===== src/rtl/cpu_pkg.sv =====
// Shared CPU definitions: PC source encodings and default PC parameters.
// Imported by the program-counter unit and its return stack.
package cpu_pkg;

  typedef enum logic [1:0] {
    PC_SRC_SEQ = 2'd0,
    PC_SRC_BR  = 2'd1,
    PC_SRC_JMP = 2'd2,
    PC_SRC_RET = 2'd3
  } pc_src_e;

  localparam int          PC_WIDTH_DEF = 32;
  localparam logic [31:0] PC_RESET_VEC = 32'h0000_0000;

endpackage


===== src/rtl/ras_stack.sv =====
// Circular return-address stack with push, pop and top-replace.
// A push into a full stack silently overwrites the oldest entry.
module ras_stack
  import cpu_pkg::*;
#(
  parameter int               WIDTH        = PC_WIDTH_DEF,
  parameter int               DEPTH        = 4,
  parameter logic [WIDTH-1:0] RESET_VECTOR = WIDTH'(PC_RESET_VEC)
) (
  input  logic             clk,
  input  logic             rst,
  input  logic             i_push,
  input  logic             i_pop,
  input  logic [WIDTH-1:0] i_wdata,
  output logic [WIDTH-1:0] o_top,
  output logic             o_empty,
  output logic             o_full
);

  localparam int PW = $clog2(DEPTH);
  localparam int CW = PW + 1;

  logic [WIDTH-1:0] r_mem [DEPTH];
  logic [PW-1:0]    r_top;
  logic [CW-1:0]    r_count;

  logic          w_empty;
  logic          w_full;
  logic          w_grow;
  logic          w_repl;
  logic          w_drop;
  logic [PW-1:0] w_top_inc;
  logic [PW-1:0] w_top_dec;

  assign w_empty   = (r_count == '0);
  assign w_full    = (r_count == CW'(DEPTH));
  assign w_top_inc = r_top + 1'b1;
  assign w_top_dec = r_top - 1'b1;

  // A combined push/pop on an empty stack has nothing to replace, so it grows.
  assign w_grow = i_push & (~i_pop | w_empty);
  assign w_repl = i_push & i_pop & ~w_empty;
  assign w_drop = i_pop & ~i_push & ~w_empty;

  always_ff @(posedge clk) begin
    if (rst) begin
      r_top   <= '0;
      r_count <= '0;
    end else if (w_grow) begin
      r_top <= w_top_inc;
      if (!w_full) r_count <= r_count + 1'b1;
    end else if (w_drop) begin
      r_top   <= w_top_dec;
      r_count <= r_count - 1'b1;
    end
  end

  always_ff @(posedge clk) begin
    if (!rst) begin
      if (w_grow)      r_mem[w_top_inc] <= i_wdata;
      else if (w_repl) r_mem[r_top]     <= i_wdata;
    end
  end

  assign o_top   = w_empty ? RESET_VECTOR : r_mem[r_top];
  assign o_empty = w_empty;
  assign o_full  = w_full;

endmodule


===== src/rtl/pc_unit.sv =====
// Program counter with internal next-PC mux, write qualification,
// and a return-address stack with sticky overflow/underflow status.
module pc_unit
  import cpu_pkg::*;
#(
  parameter int               WIDTH        = PC_WIDTH_DEF,
  parameter logic [WIDTH-1:0] RESET_VECTOR = WIDTH'(PC_RESET_VEC),
  parameter int               INCR         = 4,
  parameter int               ALIGN_SHIFT  = 2,
  parameter int               RAS_DEPTH    = 4
) (
  input  logic             clk,
  input  logic             rst,
  input  logic             pc_write,
  input  logic             pc_write_cond,
  input  logic             cond_true,
  input  logic [1:0]       src_sel,
  input  logic [WIDTH-1:0] branch_off,
  input  logic [WIDTH-1:0] jump_target,
  input  logic             push,
  input  logic             pop,
  output logic [WIDTH-1:0] pc,
  output logic [WIDTH-1:0] ras_top,
  output logic             ras_empty,
  output logic             ras_full,
  output logic             ras_overflow,
  output logic             ras_underflow,
  output logic             misalign
);

  localparam logic [WIDTH-1:0] ALIGN_MASK =
    WIDTH'((64'd1 << ALIGN_SHIFT) - 64'd1);

  logic [WIDTH-1:0] r_pc;
  logic             r_ovf;
  logic             r_unf;
  logic             r_mis;

  logic             w_upd;
  logic             w_push;
  logic             w_pop;
  logic [WIDTH-1:0] w_pc_inc;
  logic [WIDTH-1:0] w_pc_nxt;
  logic [WIDTH-1:0] w_ras_top;
  logic             w_ras_empty;
  logic             w_ras_full;
  logic             w_mis_nxt;

  assign w_upd    = pc_write | (pc_write_cond & cond_true);
  assign w_push   = w_upd & push;
  assign w_pop    = w_upd & pop;
  assign w_pc_inc = r_pc + WIDTH'(INCR);

  always_comb begin
    w_pc_nxt  = w_pc_inc;
    w_mis_nxt = 1'b0;
    unique case (pc_src_e'(src_sel))
      PC_SRC_SEQ: w_pc_nxt = w_pc_inc;
      PC_SRC_BR:  w_pc_nxt = w_pc_inc + (branch_off << ALIGN_SHIFT);
      PC_SRC_JMP: begin
        w_pc_nxt  = jump_target & ~ALIGN_MASK;
        w_mis_nxt = |(jump_target & ALIGN_MASK);
      end
      PC_SRC_RET: w_pc_nxt = w_ras_top;
      default:    w_pc_nxt = w_pc_inc;
    endcase
  end

  ras_stack #(
    .WIDTH       (WIDTH),
    .DEPTH       (RAS_DEPTH),
    .RESET_VECTOR(RESET_VECTOR)
  ) u_ras (
    .clk    (clk),
    .rst    (rst),
    .i_push (w_push),
    .i_pop  (w_pop),
    .i_wdata(w_pc_inc),
    .o_top  (w_ras_top),
    .o_empty(w_ras_empty),
    .o_full (w_ras_full)
  );

  always_ff @(posedge clk) begin
    if (rst) begin
      r_pc  <= RESET_VECTOR;
      r_ovf <= 1'b0;
      r_unf <= 1'b0;
      r_mis <= 1'b0;
    end else begin
      r_mis <= w_upd & w_mis_nxt;
      if (w_upd) r_pc <= w_pc_nxt;
      if (w_push & ~w_pop & w_ras_full) r_ovf <= 1'b1;
      if (w_pop & w_ras_empty) r_unf <= 1'b1;
    end
  end

  assign pc            = r_pc;
  assign ras_top       = w_ras_top;
  assign ras_empty     = w_ras_empty;
  assign ras_full      = w_ras_full;
  assign ras_overflow  = r_ovf;
  assign ras_underflow = r_unf;
  assign misalign      = r_mis;

endmodule


===== config.mk =====
export PLATFORM = sky130hd
export DESIGN_NAME = pc_unit
export DESIGN_NICKNAME = d
export VERILOG_FILES = /design/src/rtl/cpu_pkg.sv /design/src/rtl/ras_stack.sv /design/src/rtl/pc_unit.sv
export SDC_FILE = /design/constraint.sdc
export NUM_CORES = 1
export LEC_CHECK = 0
export CORE_MARGIN = 4
export CORE_UTILIZATION = 40
export DETAILED_ROUTE_END_ITERATION = 8
export HOLD_SLACK_MARGIN = 0.03
export PLACE_DENSITY_LB_ADDON = 0.1
export SETUP_SLACK_MARGIN = 0.05
export SLEW_MARGIN = 20
export SYNTH_ARGS = -nofsm -noshare
export SYNTH_HDL_FRONTEND = slang
export SYNTH_SLANG_ARGS = --single-unit

===== constraint.sdc =====
create_clock -name clk -period 9.4 [get_ports clk]
set_input_delay 1.88 -clock clk [delete_from_list [all_inputs] [get_ports clk]]
set_output_delay 1.88 -clock clk [all_outputs]
set_load 0.05 [all_outputs]

Word-level counts from Yosys, hierarchy flattened
Memories as Yosys holds them, arrays and structs flattened. A register that Yosys moved wholly into a read port is not among the register bits.
Cells that the tools add are included.
- word-level logic and storage cells: 61
- input bits: 73
- memory bits (writable): 128
- bits in registers: 40
- output and inout port bits: 69
- memories kept: 1
- memories (name ; depth ; width ; rd ports ; clocked after memory_dff ; write ports ; line ; text):
    u_ras.r_mem ; 4 ; 32 ; 1 ; 1 ; 1 ; ras_stack.sv:23 ; logic [WIDTH-1:0] r_mem [DEPTH];
- reduce and logical (&&, ||, !) cells: 6
- mux-type cells: 20
- eq/ne operators: 5
- bitwise logic cells: 17
- add/sub/neg operators: 6
- operators with widths (cell ; count):
    $pmux W32 S4 ; 1
    $mux W32 ; 2
    $add A32 B3 Y32 const B ; 1
    $add A32 B32 Y32 ; 1
    $reduce_or A32 Y1 ; 1
    $and A1 B1 Y1 ; 12
    $mux W2 ; 5
    $mux W1 ; 9
    $mux W3 ; 3
    $eq A2 B2 Y1 const B ; 2
    $add A3 B1 Y3 const B ; 1
    $eq A3 B3 Y1 const B ; 1
    $logic_not A3 Y1 ; 1
    $not A1 Y1 ; 3
    $sub A3 B1 Y3 const B ; 1
    $add A2 B1 Y2 const B ; 1
    $eq A2 B1 Y1 const B ; 1
    $logic_not A2 Y1 ; 1
    $ne A2 B2 Y1 const B ; 1
    $or A1 B1 Y1 ; 2
    $reduce_and A2 Y1 ; 1
    $reduce_bool A2 Y1 ; 1
    $reduce_or A2 Y1 ; 1
    $sub A2 B1 Y2 const B ; 1

Depth between registers and ports, before layout
Gate-level depths: netlist of the first run.
- word-level depth: 11
- depth in mapped cells: 16
- depth with buffers taken out: 14

By module
A second synthesis of the first run with hierarchy kept.
- cells, all modules: 863
- area total of the unflattened synthesis: 10032.1 um^2
- modules (own cells, without submodules) (module ; cells each ; instances ; area each (um^2) ; sequential area each (um^2)):
    ras_stack ; 266 ; 1 ; 5431.5 ; 3983.8
    pc_unit ; 597 ; 1 ; 4600.7 ; 700.7

Least setup slack after synthesis of the first run
No wires, ideal clock.
- kind: input port to flip-flop
- start: in rst
- end: mem u_ras.r_mem[1][0] (netlist name) (enable)
- required time: 8.898 ns
- path buffers: 1
- path slack: 3.251 ns
- stages on the path: 4
- arrival time: 5.647 ns
- library setup time: 0.502 ns
- cell sequence: buf_2 > nor2_1 > nand2_1 > nor4_1
- word-level cells in the longest chain between the ends: 4
- elaborated cells between the ends (all ways): 7
- classes of those cells: mux: 6; reduce/logical: 1
- ends and longest elaborated chain (what ; line ; text):
    from (decl) ; pc_unit.sv:13 ; input logic rst,
    $mux W1 ; ras_stack.sv:59 ; if (!rst) begin
    $mux W1 (implied by the code) ; ras_stack.sv:61 ; else if (w_repl) r_mem[r_top] <= i_wdata;
    $reduce_or A32 Y1 (no line) ; -- ;
    $mux W2 (no line) or $mux W1 (tied branches) ; -- ;
    to (decl) ; ras_stack.sv:23 ;
Parallel ways exist; a longest one is shown, timed or not.

Worst setup path after layout of the first run
- start: in pc_write_cond
- end: mem u_ras.r_mem[1][13] (netlist name) (enable)
- word-level cells in the longest chain between the ends: 11
- elaborated cells between the ends (all ways): 19
- classes of those cells: mux: 9; bitwise: 9; reduce/logical: 1
- ends and longest elaborated chain (what ; line ; text):
    from (decl) ; pc_unit.sv:15 ; input logic pc_write_cond,
    $and A1 B1 Y1 (*) ; pc_unit.sv:49 ; assign w_upd = pc_write | (pc_write_cond & cond_true);
    $or A1 B1 Y1 (*) ; pc_unit.sv:49 ;
    $and A1 B1 Y1, on equally long branches ; pc_unit.sv:50, pc_unit.sv:51 ;
    $and A1 B1 Y1 or $not A1 Y1 (tied branches) ; ras_stack.sv:42, ras_stack.sv:41 ;
    $and A1 B1 Y1 or $or A1 B1 Y1 (tied branches) ; ras_stack.sv:42, ras_stack.sv:41 ;
    $mux W1 or $and A1 B1 Y1 (tied branches) ; ras_stack.sv:61, ras_stack.sv:41 ;
    $mux W1 ; ras_stack.sv:60 ; if (w_grow) r_mem[w_top_inc] <= i_wdata;
    $mux W1 ; ras_stack.sv:59 ;
    $mux W1 (implied by the code) ; ras_stack.sv:61 ;
    $reduce_or A32 Y1 (no line) ; -- ;
    $mux W2 (no line) or $mux W1 (tied branches) ; -- ;
Mark *: on every way between the ends. The rest lies on a longest branch, timed or not.

==> metrics, run 1 <==
P_leak=4.189 nW; clock power share=0.276; FP Rows=55; min-delay worst type=reg2reg; status=complete, no violations; core area=0.02292 mm²; TritonCTS clock tree=yes; total number of vias=7,048; Die Width=161.5 µm; area leader, netlist=edfxtp_1; asr flop ratio synth=0; largest net degree at the start of global routing=40; first-pass GRT wire length=42.46 mm; slew margin rel.=0.3590; share of power burned in registers=0.345; Post-Syn Instances=792; H-tree depth=4; Hold Crit Depth=2; P_sw=1.014 mW; Clock Skew=0.01177 ns; Total Routing Usage GR=0.2132; Tmin final=5.151 ns; post-route cell area=0.01179 mm²; vias per std cell=5.634; post-synthesis sequential area ratio=0.4971; Least-Margin Pin Slew=0.9579 ns; Max Cap Viol=0; P&R area growth vs syn=25.10%; Syn Area/Cell=11.90 µm²; fillers=2,099; VDD IR max=0.0001602 V; Critical Path End Type=flop; Top FF cell, synth=edfxtp_1; placed cell area=0.01117 mm²; final routed DRC violation total=0; Die H=161.5 µm; Post-DRT Antenna Nets=0; DRT Pass-1 Iters=5; PD cells=229.6 mW/mm²; grt total ovfl=0; critical path required time=9.47 ns; I/O pin cnt=142; Tcrit/Tclk final=0.5480; post-cts resize count=0; Final Hold Fails=0; Comb power frac=0.379; R2R cell count=14; share of cells above drive strength 1=0.1215; Synth top area share=0.4079; Root Buffer=clkbuf_16; RSZ-0062 raised after global routing=no; initial antenna violation count=1; hpwl dp=19.32 mm; Crit Path Class=in2reg; Clock Tree Buf Depth=2; CTS Hold Bufs=0; DR iter-0 viols=507; Final Max Slew Viols=0; clk_lat worst skew=0.43 ns; Clock transition at path regs=0.07 ns; setup TNS=0 ns; PortBufs=139; Die Footprint=0.02608 mm²; Unique masters post-synth=66; crit path max fanout=26; synth cell count leaders=edfxtp_1, nand2_1, a21oi_1; Num CTS Buffers=17; Post-Syn Nets=904; fin nets=1,037; TritonCTS Sinks=170; cell-internal power=1.693 mW; cell with the most instances after synthesis=edfxtp_1; top post-synthesis cells by area=edfxtp_1, mux4_2, dfxtp_1; Yosys Warn Count=0; Finish-stage setup viols=0; GP Congestion=0.8960; n_diodes=0; Setup crit start kind=input pin; Sw Ratio=0.3747; fmax=0.1941 GHz; Initial Utilization=0.4112; Post-CTS Setup Bufs=0; Power Total=2.707 mW; Routed WL=27.55 mm; Critical Path AT=5.22 ns; Mapped Area=0.009423 mm²; Post-synth EDFFs=128; vias in the first global route=7,168; Synth Register Bits=170; WL/cell=22.02 µm
placed cells by master, fill, tap and decap left out, drive strengths merged, types with 5 or more instances in the layout:
cell type	instances
nand2b	5
nand2	68
edfxtp	128
and2	37
clkdlybuf4s50	137
mux4	44
dfxtp	42
nor2	56
o21ai	28
a21oi	57
ha	37
nor3	12
nand3	17
a211oi	12
clkbuf	19
xnor2	38
buf	15
a22o	5
and3	10
xor2	18
a21o	8
nand4	15
a31oi	7
mux2i	16
o21a	6
inv	30
nor2b	8
state kept, by name, summed over array words and instances (netlist names), named ones only:
| name | count |
|---|---|
| ras_underflow | 1 |
| u_ras.r_count | 3 |
| pc | 32 |
| misalign | 1 |
| u_ras.r_mem | 128 |
| u_ras.r_top | 2 |
| ras_overflow | 1 |
final cells by class:
class / count / area, µm² / area share
inverter: 21 / 78.83 / 0.006687
sequential: 170 / 4686 / 0.3975
clock inverter: 13 / 176.4 / 0.01497
multi-input combinational: 563 / 4533 / 0.3846
clock buffer: 19 / 442.9 / 0.03758
tap: 313 / 391.6 / 0.03322
timing repair buffer: 152 / 1479 / 0.1255
cell families after synthesis:
logic type	share of synthesized area
multiplexers	0.1246
AND/OR/NAND/NOR	0.1265
flip-flops	0.4971
XOR/XNOR	0.05205
buffers and inverters	0.02576
adder cells (fa/ha/maj)	0.05338
AO/OA/AOI/OAI	0.1206
per-layer routing:
| metal | global-route usage | wire length (µm) | up-vias |
|---|---|---|---|
| li1 | - | - | 3288 |
| met1 | 0.2971 | 12420 | 3491 |
| met2 | 0.3472 | 12980 | 236 |
| met3 | 0.03853 | 1705 | 33 |
| met4 | 0.05390 | 444 | 0 |
| met5 | 0 | 0 | - |
worst paths after layout:
check	start	end	slack [ns]
setup / recovery	pc_write_cond	u_ras.r_mem[1][13]$_DFFE_PP_	4.25
hold / removal	ras_overflow$_SDFFE_PP0P_	ras_overflow$_SDFFE_PP0P_	0.48
setup reg to reg	pc[2]$_SDFFE_PP0N_	pc[28]$_SDFFE_PP0N_	4.92
hold reg to reg	ras_overflow$_SDFFE_PP0P_	ras_overflow$_SDFFE_PP0P_	0.48
power groups by stage:
stage               clock [mW]  combinational, mW  sequential, mW
global placement             0               1.03           0.951
CTS                      0.761               1.03           0.935
floorplan                    0              0.654           0.983
global route             0.792               1.10           0.943
finish                   0.747               1.02           0.935
detailed placement           0               1.03           0.952
through the flow:
| stage | utilization | setup WS, ns | std cells | hold slack (ns) |
|---|---|---|---|---|
| after global placement | 0.4874 | 3.725 | 1219 | 0.4507 |
| after CTS | 0.5144 | 4.190 | 1251 | 0.4861 |
| final | 0.5144 | 4.249 | 1251 | 0.4801 |
| after floorplan | - | 3.251 | 792 | 0.4669 |
| after global routing | 0.5144 | 4.082 | 1251 | 0.5083 |
| after detailed placement | 0.4874 | 3.742 | 1219 | 0.4680 |
critical path, stage by stage:
cell and delay (ns):
clkdlybuf4s50_1 0.48, a21oi_1 0.07, buf_4 0.21, nor2_1 0.74, nand2_1 0.41, nor4_2 0.86, buf_4 0.54
Power figures use the tool's default switching activity.
==> run 2, diff against run 1 <==
- clock period: 9.4 -> 5.3 ns (I/O delays scaled with it)
==> run 2 against run 1 <==
Design area is essentially flat; wire length decreased by 0.94%; core utilization is essentially flat; sequential power up 75%.
==> metrics, run 2 (synthesis results as in run 1) <==
status=complete, no violations; crit path max fanout=9; VDD IR max=0.0002612 V; Post-DRT Antenna Nets=0; TritonCTS Sinks=170; Largest Register=u_ras.r_mem; Die H=161.5 µm; Num CTS Buffers=17; FP Rows=55; Die Footprint=0.02608 mm²; most frequent cells in the layout=clkdlybuf4s50_1, edfxtp_1, nand2_1, a21oi_1, nor2_1; post-cts resize count=0; WL/cell=21.73 µm; fmax=0.2251 GHz; P_leak=4.174 nW; worst setup margin=0.8575 ns; RSZ-0062 raised after global routing=no; I/O pin cnt=142; Critical Path AT=4.82 ns; TritonCTS clock tree=yes; Power Total=4.659 mW; clk_lat worst skew=0.43 ns; largest net degree at the start of global routing=33; H-tree depth=4; initial antenna violation count=0; fin nets=1,042; fin util=0.5142; final routed DRC violation total=0; Max Cap Viol=0; PD cells=395.4 mW/mm²; GP Congestion=0.9200; commonest non-fill, non-tap cell in the layout=clkdlybuf4s50_1; Least-Margin Pin Slew=0.7403 ns; slew margin rel.=0.5029; Setup Slack @ Placement=0.9561 ns; Final Max Slew Viols=0; Setup crit start kind=flop; critical path required time=5.68 ns; Critical Path End Type=flop; Clock Skew=0.01167 ns; Hold Crit Depth=2; total number of vias=7,005; Tcrit/Tclk final=0.8382; vias per std cell=5.577; Tmin final=4.443 ns; PortBufs=139; hpwl dp=19.81 mm; Clock transition at path regs=0.07 ns; Clock Tree Buf Depth=2; Die Width=161.5 µm; DRT Pass-1 Iters=5; share of cells above drive strength 1=0.1241; Final Hold Fails=0; Post-CTS Setup Bufs=0; first-pass GRT wire length=41.34 mm; n_diodes=0; Total Routing Usage GR=0.2097; grt total ovfl=0; Worst Hold Margin=0.4703 ns; R2R cell count=14; Root Buffer=clkbuf_16; Largest register FFs=128; min-delay worst type=reg2reg; vias in the first global route=6,843; P&R area growth vs syn=25.06%; Initial Utilization=0.4112; Routed WL=27.29 mm; DR iter-0 viols=523; Finish-stage setup viols=0; core area=0.02292 mm²; CTS Hold Bufs=0; Crit Path Class=reg2reg
==> run 2: cell count changes in the layout (fill, tap and decap cells not counted), sizes merged <==
cell	previous run	this run
inv	30	24
clkinv	0	3
bufinv	3	0
buf	15	20
clkbuf	19	21
clkinvlp	1	5
==> run 2: worst paths after layout <==
kind                                                start                   endpoint  slack [ns]
worst max-delay path                   pc[2]$_SDFFE_PP0N_        pc[28]$_SDFFE_PP0N_        0.86
worst min-delay path            ras_overflow$_SDFFE_PP0P_  ras_overflow$_SDFFE_PP0P_        0.47
worst max register to register         pc[2]$_SDFFE_PP0N_        pc[28]$_SDFFE_PP0N_        0.86
worst min register to register  ras_overflow$_SDFFE_PP0P_  ras_overflow$_SDFFE_PP0P_        0.47
==> run 2: layout make-up <==
type,count,area (µm²)
clock buffers,21,460.4
multi-input cells,563,4523
fillers,2052,11130
repair buffers,157,1554
clock inverters,11,90.09
well taps,313,391.6
flip-flops and latches,170,4686
inverters,21,78.83
==> run 2: routing by layer <==
metal / share of wire / GRT usage / up-vias
met5: 0 / 0 / -
met3: 0.059 / 0.03802 / 24
met4: 0.017 / 0.06010 / 0
met2: 0.48 / 0.3424 / 237
li1: - / - / 3292
met1: 0.45 / 0.2886 / 3452
==> run 2: worst max-delay path, stage by stage (launching register included) <==
cell and delay [ns]:
dfxtp_1 0.45, ha_1 0.29, and4_1 0.49, nand3_1 0.28, nor2_1 0.19, xor2_1 0.55, ha_1 0.28, and3_1 0.20
nand4_1 0.12, a211oi_2 0.23, o21ai_1 0.20, a2111oi_1 0.59, nor3_1 0.09, o32ai_1 0.27, and2_1 0.15
==> run 2: metrics by stage <==
| stage | area (µm²) | setup TNS, ns | cells |
|---|---|---|---|
| floorplan | 9423 | -1.842 | 792 |
| global placement | 11230 | 0 | 1224 |
| detailed placement | 11230 | 0 | 1224 |
| CTS | 11780 | 0 | 1256 |
| global route | 11780 | 0 | 1256 |
| finish | 11780 | 0 | 1256 |
==> run 2: power by group <==
part,internal [mW],switching (mW)
Combinational,0.696,1.15
Sequential,1.55,0.0944
Clock,0.631,0.542
Total,2.88,1.78
==> run 3, diff against run 2 <==
- clock period: 5.3 -> 3.7 ns (I/O delays scaled with it)
==> run 3 against run 2 <==
Critical path depth fell by 1; non-clock buffer count rose by 68; global-route usage rose by 1.5 points; first-iteration DRC count rose by 0.57%; setup slack got worse by 0.70 ns; register-to-register slack got worse by 0.70 ns; maximum frequency rose by 25%.
==> metrics, run 3 (synthesis results as in run 1) <==
critical path required time=4.00 ns; P&R area growth vs syn=32.41%; Worst Hold Endpoint=ras_underflow$_SDFFE_PP0P_; Routed WL=29.11 mm; Finish-stage setup viols=0; Setup crit start kind=flop; clock power share=0.262; crit path max fanout=6; Initial Utilization=0.4112; R2R cell count=13; Die H=161.5 µm; slew margin rel.=0.4206; Largest Register=u_ras.r_mem; R2R Path End=pc[29]$_SDFFE_PP0N_; clk_lat worst skew=0.43 ns; Critical Path End Type=flop; share of power burned in registers=0.334; Die Footprint=0.02608 mm²; most frequent cells in the layout=edfxtp_1, clkdlybuf4s50_1, buf_4, nand2_1, a21oi_1; TritonCTS Sinks=170; Final Max Slew Viols=0; fin util=0.5445; setup TNS=0 ns; TritonCTS clock tree=yes; Crit Path Class=reg2reg; Clock Skew=0.01183 ns; P_sw=2.651 mW; Tcrit/Tclk final=0.9570; Sw Ratio=0.3787; total number of vias=7,377; Final Hold Fails=0; H-tree depth=4; largest net degree at the start of global routing=35; fillers=1,934; hold_sp=ras_underflow$_SDFFE_PP0P_; busiest grt layer=met2; Power Total=7.000 mW; r2r setup slk=0.16 ns; commonest non-fill, non-tap cell in the layout=edfxtp_1; FF-to-FF Start=pc[7]$_SDFFE_PP0N_; PD cells=561.0 mW/mm²; GR Layer Usage met3=0.03623; Critical Path AT=3.84 ns; initial antenna violation count=0; WL/cell=21.99 µm; DRT Pass-1 Iters=5; Tmin final=3.541 ns; GP Congestion=0.9496; Post-DRT Antenna Nets=0; PortBufs=139; status=complete, no violations; Hold Crit Depth=2; vias per std cell=5.572; grt total ovfl=0; Comb power frac=0.404; n_diodes=0; Least-Margin Pin Slew=0.8674 ns; GRT met2 Usage=0.3579; Num CTS Buffers=17; RSZ-0062 raised after global routing=no; Clock Tree Buf Depth=2; share of cells above drive strength 1=0.2404; Clock transition at path regs=0.07 ns; cell-internal power=4.349 mW; core area=0.02292 mm²; final routed DRC violation total=0; P_leak=4.661 nW; I/O pin cnt=142; vias in the first global route=7,595; CTS Hold Bufs=0; fin nets=1,110; fmax=0.2824 GHz; FP Rows=55; Largest register FFs=128; grt met1 use=0.3199; Root Buffer=clkbuf_16; VDD IR max=0.0005328 V; first-pass GRT wire length=44.73 mm; Max Cap Viol=0; Die Width=161.5 µm; DR iter-0 viols=526; min-delay worst type=reg2reg; Total Routing Usage GR=0.2245; hpwl dp=21.32 mm
-- run 3: changes by cell type in the layout (fill, tap and decap cells not counted), sizes merged --
cell and delta:
buf +89, clkbuf -3, inv +4, clkinvlp -3
bufinv +2, clkdlybuf4s50 -21
-- run 3: critical path, cell delays in order (launching register included) --
cell and delay (ns):
dfxtp_2 0.40, and4_1 0.25, and4_2 0.29, nand3_4 0.14, xnor2_4 0.18, ha_1 0.35, and3_1 0.19, a221o_1 0.36
a211oi_4 0.28, o31ai_4 0.16, a31o_4 0.30, a2111o_1 0.36, nand2_1 0.10, a211oi_2 0.07
-- run 3: worst max path at each step --
stage | depth (start not counted) | slack (ns) | start | to
after floorplan | 4 | 0.01 | rst | u_ras.r_mem[1][0]$_DFFE_PP_
after global placement | 13 | -0.07 | branch_off[0] | pc[28]$_SDFFE_PP0N_
after detailed placement | 13 | -0.09 | branch_off[0] | pc[30]$_SDFFE_PP0N_
after CTS | 12 | 0.02 | pc[2]$_SDFFE_PP0N_ | pc[29]$_SDFFE_PP0N_
after global routing | 14 | 0.04 | pc[7]$_SDFFE_PP0N_ | pc[29]$_SDFFE_PP0N_
final | 13 | 0.16 | pc[7]$_SDFFE_PP0N_ | pc[29]$_SDFFE_PP0N_
-- run 3: power by group through the flow --
stage | Clock (mW) | Sequential (mW) | Combinational, mW
6_report | 1.83 | 2.34 | 2.83
5_1_grt | 1.95 | 2.35 | 3.01
4_1_cts | 1.87 | 2.33 | 2.83
3_5_place_dp | 0 | 2.37 | 2.81
3_3_place_gp | 0 | 2.36 | 2.78
2_1_floorplan | 0 | 2.50 | 1.67
-- run 3: timing repair --
action | in CTS | in global routing
buffers inserted | 1 | 2
pin swaps | 1 | 4
endpoints found under the hold margin | 0 | 0
endpoints found under the setup margin | 5 | 12
resized for setup | 3 | 26
-- run 3: per-layer routing --
layer	vias up	share of wire
met5	-	0
met2	228	0.48
met3	33	0.053
met1	3696	0.45
li1	3420	-
met4	0	0.018
-- run 3: metrics by stage --
step                setup slack (ns)  hold slack, ns  instance area, µm²  instances
floorplan                    0.01262          0.4669                9474        792
detailed placement          -0.08913          0.4722               11720       1289
global route                 0.03949          0.5115               12480       1324
CTS                          0.01858          0.4886               12340       1322
global placement            -0.06727          0.4601               11720       1289
finish                        0.1592          0.4818               12480       1324
-- run 3: layout make-up --
cell class | instances | area [µm²] | share of cell area
flip-flops and latches | 170 | 4712 | 0.3777
multi-input cells | 563 | 4684 | 0.3755
repair buffers | 225 | 2012 | 0.1613
clock buffers | 18 | 439.2 | 0.03520
well taps | 313 | 391.6 | 0.03139
clock inverters | 14 | 158.9 | 0.01274
inverters | 21 | 78.83 | 0.006318
